`config.mk`:
```
export PLATFORM = sky130hd
export DESIGN_NAME = multicycle_chunk_adder
export DESIGN_NICKNAME = d
export VERILOG_FILES = /design/src/rtl/multicycle_chunk_adder.sv
export SDC_FILE = /design/constraint.sdc
export NUM_CORES = 1
export LEC_CHECK = 0
export BUFFER_PORTS_ARGS = -buffer_cell sky130_fd_sc_hd__buf_2
export CORE_MARGIN = 5
export CORE_UTILIZATION = 38
export DETAILED_ROUTE_END_ITERATION = 6
export REMOVE_ABC_BUFFERS = 1
export SLEW_MARGIN = 20
export SYNTH_ARGS = -nofsm -noshare
export SYNTH_HDL_FRONTEND = slang
export SYNTH_SLANG_ARGS = --single-unit
```
`constraint.sdc`:
```
create_clock -name clk -period 12.53 [get_ports clk]
set_input_delay 1.8795 -clock clk [delete_from_list [all_inputs] [get_ports clk]]
set_output_delay 1.8795 -clock clk [all_outputs]
set_load 0.03 [all_outputs]
```
`src/rtl/multicycle_chunk_adder.sv`:
```
// Sequential adder/subtractor: CHUNK bits per cycle, carry held in a register.
// start/busy/done handshake; Sum/Carry/Overflow update only on completion.
module multicycle_chunk_adder #(
  parameter int WIDTH = 32,
  parameter int CHUNK = 8
) (
  input  logic             clk,
  input  logic             reset,
  input  logic             start,
  input  logic             sub,
  input  logic [WIDTH-1:0] A,
  input  logic [WIDTH-1:0] B,
  input  logic             Cin,
  output logic [WIDTH-1:0] Sum,
  output logic             Carry,
  output logic             Overflow,
  output logic             busy,
  output logic             done
);

  localparam int NCH = WIDTH / CHUNK;
  localparam int KW  = (NCH > 1) ? $clog2(NCH) : 1;
  localparam logic [KW-1:0] KLAST = KW'(NCH - 1);

  typedef enum logic [1:0] {IDLE, RUN, DONE} state_t;

  state_t           state_q, state_d;
  logic [KW-1:0]    k_q, k_d;
  logic [WIDTH-1:0] opa_q, opa_d;
  logic [WIDTH-1:0] opb_q, opb_d;
  logic [WIDTH-1:0] part_q, part_d;
  logic [WIDTH-1:0] sum_q, sum_d;
  logic             carry_q, carry_d;
  logic             cout_q, cout_d;
  logic             ovf_q, ovf_d;

  // Operands shift right each cycle so the active chunk is always the low one
  logic [CHUNK:0] csum;
  logic           cin_msb;

  assign csum = {1'b0, opa_q[CHUNK-1:0]}
              + {1'b0, opb_q[CHUNK-1:0]}
              + {{CHUNK{1'b0}}, carry_q};

  assign cin_msb = csum[CHUNK-1] ^ opa_q[CHUNK-1] ^ opb_q[CHUNK-1];

  always_comb begin
    state_d = state_q;
    k_d     = k_q;
    opa_d   = opa_q;
    opb_d   = opb_q;
    part_d  = part_q;
    sum_d   = sum_q;
    carry_d = carry_q;
    cout_d  = cout_q;
    ovf_d   = ovf_q;
    unique case (state_q)
      RUN: begin
        opa_d   = opa_q >> CHUNK;
        opb_d   = opb_q >> CHUNK;
        part_d  = (part_q >> CHUNK)
                | (WIDTH'(csum[CHUNK-1:0]) << (WIDTH - CHUNK));
        carry_d = csum[CHUNK];
        k_d     = k_q + KW'(1);
        if (k_q == KLAST) begin
          sum_d   = part_d;
          cout_d  = csum[CHUNK];
          ovf_d   = cin_msb ^ csum[CHUNK];
          k_d     = '0;
          state_d = DONE;
        end
      end
      default: begin
        state_d = IDLE;
        if (start) begin
          opa_d   = A;
          opb_d   = sub ? ~B : B;
          carry_d = sub ? ~Cin : Cin;
          k_d     = '0;
          state_d = RUN;
        end
      end
    endcase
  end

  always_ff @(posedge clk or posedge reset) begin
    if (reset) begin
      state_q <= IDLE;
      k_q     <= '0;
      opa_q   <= '0;
      opb_q   <= '0;
      part_q  <= '0;
      sum_q   <= '0;
      carry_q <= 1'b0;
      cout_q  <= 1'b0;
      ovf_q   <= 1'b0;
    end else begin
      state_q <= state_d;
      k_q     <= k_d;
      opa_q   <= opa_d;
      opb_q   <= opb_d;
      part_q  <= part_d;
      sum_q   <= sum_d;
      carry_q <= carry_d;
      cout_q  <= cout_d;
      ovf_q   <= ovf_d;
    end
  end

  assign Sum      = sum_q;
  assign Carry    = cout_q;
  assign Overflow = ovf_q;
  assign busy     = (state_q == RUN);
  assign done     = (state_q == DONE);

endmodule

```
==> results.sh <==
export IMPL_status="complete, no violations"
export IMPL_clkTransAtPathRegs_ns=0.05
export IMPL_grt_overflow_total=0
export IMPL_intPower_w=0.00115
export IMPL_max_cap_viol_count=0
export IMPL_cts_buffers=17
export IMPL_p_seq_share_pct=37.4
export IMPL_area_growth_pct=21.5
export IMPL_cts_num_sinks=127
export IMPL_synthTopCellsByCount="146 x nand2_1, 127 x dfrtp_1, 90 x o21ai_0, 35 x xnor2_1, 32 x mux2i_1"
export IMPL_cp_cell_sequence="nand2b_1, buf_4, inv_4, buf_2"
export IMPL_critical_path_class="reg -> out"
export IMPL_ctsHtreeMaxLevel=4
export IMPL_synth_top_family_by_area="simple AND/OR/NAND/NOR gates"
export IMPL_initial_core_util_pct=38.4
export IMPL_io_buffers=104
export IMPL_ioPinCount=105
export IMPL_worst_endpoint_required_ns=10.65
export IMPL_synth_area_mux_share_pct=10.4
export IMPL_p_sw_share_pct=37.4
export IMPL_power_frac_clock_pct=26.5
export IMPL_drt_iter0_markers=236
export IMPL_vdd_drop_max_mv=0.102
export IMPL_synthAdderAreaFrac_pct=2.42
export IMPL_period_share_pct=30.0
export IMPL_hpwl_mm=7.97
export IMPL_ctsHoldBuffers=0
export IMPL_netlist_area_sq_um=5780
export IMPL_synth_compound_area_share_pct=10.7
export IMPL_drt_total_wl_mm=12.0
export IMPL_synth_top_area_share_pct=55.0
export IMPL_critPathMaxFanout=53
export IMPL_slew_violations=0
export IMPL_vias=4117
export IMPL_synthSimpleGateAreaFrac_pct=12.2
export IMPL_tns_ns=0
export IMPL_viasPerCell=4.79
export IMPL_row_count=45
export IMPL_postSynthAreaPerCell_sq_um=10.2
export IMPL_slowest_stage="inv_4"
export IMPL_layout_cells_non_filler=859
export IMPL_p_leak_nw=3.43
export IMPL_worstMarginPinSlew_ns=0.976
export IMPL_coreArea_sq_um=15000
export IMPL_grt_pass1_wl_mm=20.5
export IMPL_wl_per_cell_microns=14.0
export IMPL_clock_path_buffers=2
export IMPL_critical_path_max_stage_delay_ns=0.41
export IMPL_grt_total_usage_pct=14.4
export IMPL_drcViolationCount=0
export IMPL_yosys_area_top_type="dfrtp_1"
export IMPL_comb_power_share_pct=36.0
export IMPL_netlist_instances=569
export IMPL_hold_viol=0
export IMPL_period_needed_ns=3.75
export IMPL_grt_start_max_net_pins=101
export IMPL_clock_latency_ns=0.41
export IMPL_synth_seq_area_share_pct=55.0
export IMPL_synth_top_flop_cell="dfrtp_1"
export IMPL_power_switching_w=0.000684
export IMPL_cts_resized=0
export IMPL_grt_pass1_vias=4245
export IMPL_p_per_area_nw_per_um2=261
export IMPL_postCtsSetupRepairBufs=0
export IMPL_worst_setup_path_end_kind="output port"
export IMPL_critPathBufInv=3
export IMPL_synthTopCellsByArea="dfrtp_1 55%, nand2_1 9.5%, o21ai_0 7.8%, mux2i_1 5.5%, xnor2_1 5.3%"
export IMPL_globalplace_congestion=0.730
export IMPL_synth_edff_count=0
export IMPL_antenna_found_initial=0
export IMPL_crit_path_start_kind="register"
export IMPL_diodes=0
export IMPL_crit_arrival_ns=1.87
export IMPL_synth_cell_types=33
export IMPL_hp_class="reg -> reg"
export IMPL_fin_worst_skew_ns=0.00531
export IMPL_maxSlewHeadroom_pct=34.9
export IMPL_yosysWarnings=0
export IMPL_synth_seq_cells=127
export IMPL_fp_dieW_microns=133
export IMPL_fmax_mhz=266
export IMPL_post_synth_top_count_cell="nand2_1"
export IMPL_cts_tree="done"
export IMPL_layout_drive_gt1_share_pct=24.9
export IMPL_synth_xor_xnor_area_share_pct=6.30
export IMPL_fin_nets=738
export IMPL_dr_pass1_iters=4
export IMPL_die_area_sq_um=17800
export IMPL_rsz0062_at_grt="no"
export IMPL_dp_cells=828
export IMPL_async_reset_ff_share_pct=100
export IMPL_root_buffer="clkbuf_16"
export IMPL_ant_nets=0
export IMPL_die_h_microns=133
export IMPL_finalSetupViolCount=0
export IMPL_crit_family="buffers and inverters"
worst reg2reg max path: cells and delay by family (launching register included):
kind                       cells  cell delay (ns)
xor gates and xnor gates       1             0.44
adders and majority gates      2             0.62
AOI/OAI and AO/OA              3             0.57
DFF                            1             0.37
buffers and inverters          2             0.13
and+or+nand+nor                2             0.52
cell usage in the layout (no fill, tap or decap), types with 2 or more instances in the layout:
cell	instances
o21ai_0	90
clkinv_2	2
clkbuf_16	17
xor2_1	4
mux2i_1	32
mux2_2	25
clkbuf_1	4
nor2_1	22
clkbuf_8	5
dfrtp_1	127
nand2b_1	5
nand2_1	146
xnor2_1	35
a211oi_1	8
bufinv_16	2
ha_1	8
inv_1	4
buf_2	103
fa_1	2
nand3b_1	2
buf_4	4
o211ai_1	2
a21oi_1	4
registers in the layout, indices dropped and copies added (netlist names):
name and flops:
Sum 32, carry_q 1, k_q 2, opb_q 32, state_q 2, opa_q 32, Carry 1, Overflow 1
part_q 24
path summary, 6_finish.rpt:
kind / start / endpoint / slack (ns) / cells after the start
worst max-delay path: state_q[1] / busy / 8.78 / 4
worst min-delay path: part_q[15] / part_q[15] / 0.47 / 2
worst max register to register: opa_q[0] / Overflow / 9.81 / 10
worst min register to register: part_q[15] / part_q[15] / 0.47 / 2
max in group asynchronous: reset / part_q[11] / 9.68 / 3
min in group asynchronous: reset / opa_q[8] / 1.50 / 2
metrics by stage:
step / total power, W / setup slack [ns] / util [%] / hold WS [ns] / cell area, sq um
final: 0.00183 / 8.78 / 46.7 / 0.470 / 7020
after global routing: 0.00197 / 8.64 / 46.7 / 0.493 / 7020
after CTS: 0.00186 / 8.74 / 46.7 / 0.477 / 7020
after detailed placement: 0.00136 / 9.14 / 42.8 / 0.464 / 6430
after global placement: 0.00134 / 9.17 / 42.8 / 0.455 / 6430
after floorplan: 0.00116 / 7.27 / - / 0.442 / 5630
power by group through the flow:
| stage | sequential, W | clock [W] | combinational (W) |
|---|---|---|---|
| 3_3_place_gp | 0.000686 | 0 | 0.000650 |
| 3_5_place_dp | 0.000693 | 0 | 0.000671 |
| 5_1_grt | 0.000709 | 0.000517 | 0.000744 |
| 2_1_floorplan | 0.000760 | 0 | 0.000399 |
| 4_1_cts | 0.000688 | 0.000498 | 0.000673 |
| 6_report | 0.000686 | 0.000486 | 0.000660 |
final cells by class:
| class | count | area, sq um |
|---|---|---|
| Tap cell | 188 | 235 |
| Multi-Input combinational cell | 398 | 2430 |
| Fill cell | 1484 | 8010 |
| Clock inverter | 5 | 77.6 |
| Timing Repair Buffer | 108 | 557 |
| Clock buffer | 26 | 509 |
| Inverter | 7 | 33.8 |
| Sequential cell | 127 | 3180 |
kinds of logic (layout without fill, tap and decap cells):
logic type                 count (synthesis)  after routing
AOI/OAI and AO/OA                        112            112
adders and majority gates                 10             10
xor gates and xnor gates                  40             40
and+or+nand+nor                          179            179
DFF                                      127            127
muxes                                     57             57
buffers and inverters                     44            146
layer usage:
layer	vias to the layer above	wire [microns]	track usage (%)
li1	2079	-	-
met1	1935	5700	19.0
met2	90	5490	22.2
met3	13	617	4.38
met4	0	204	5.66
met5	-	0	0
Note: power is estimated with default switching activity, not from simulation.
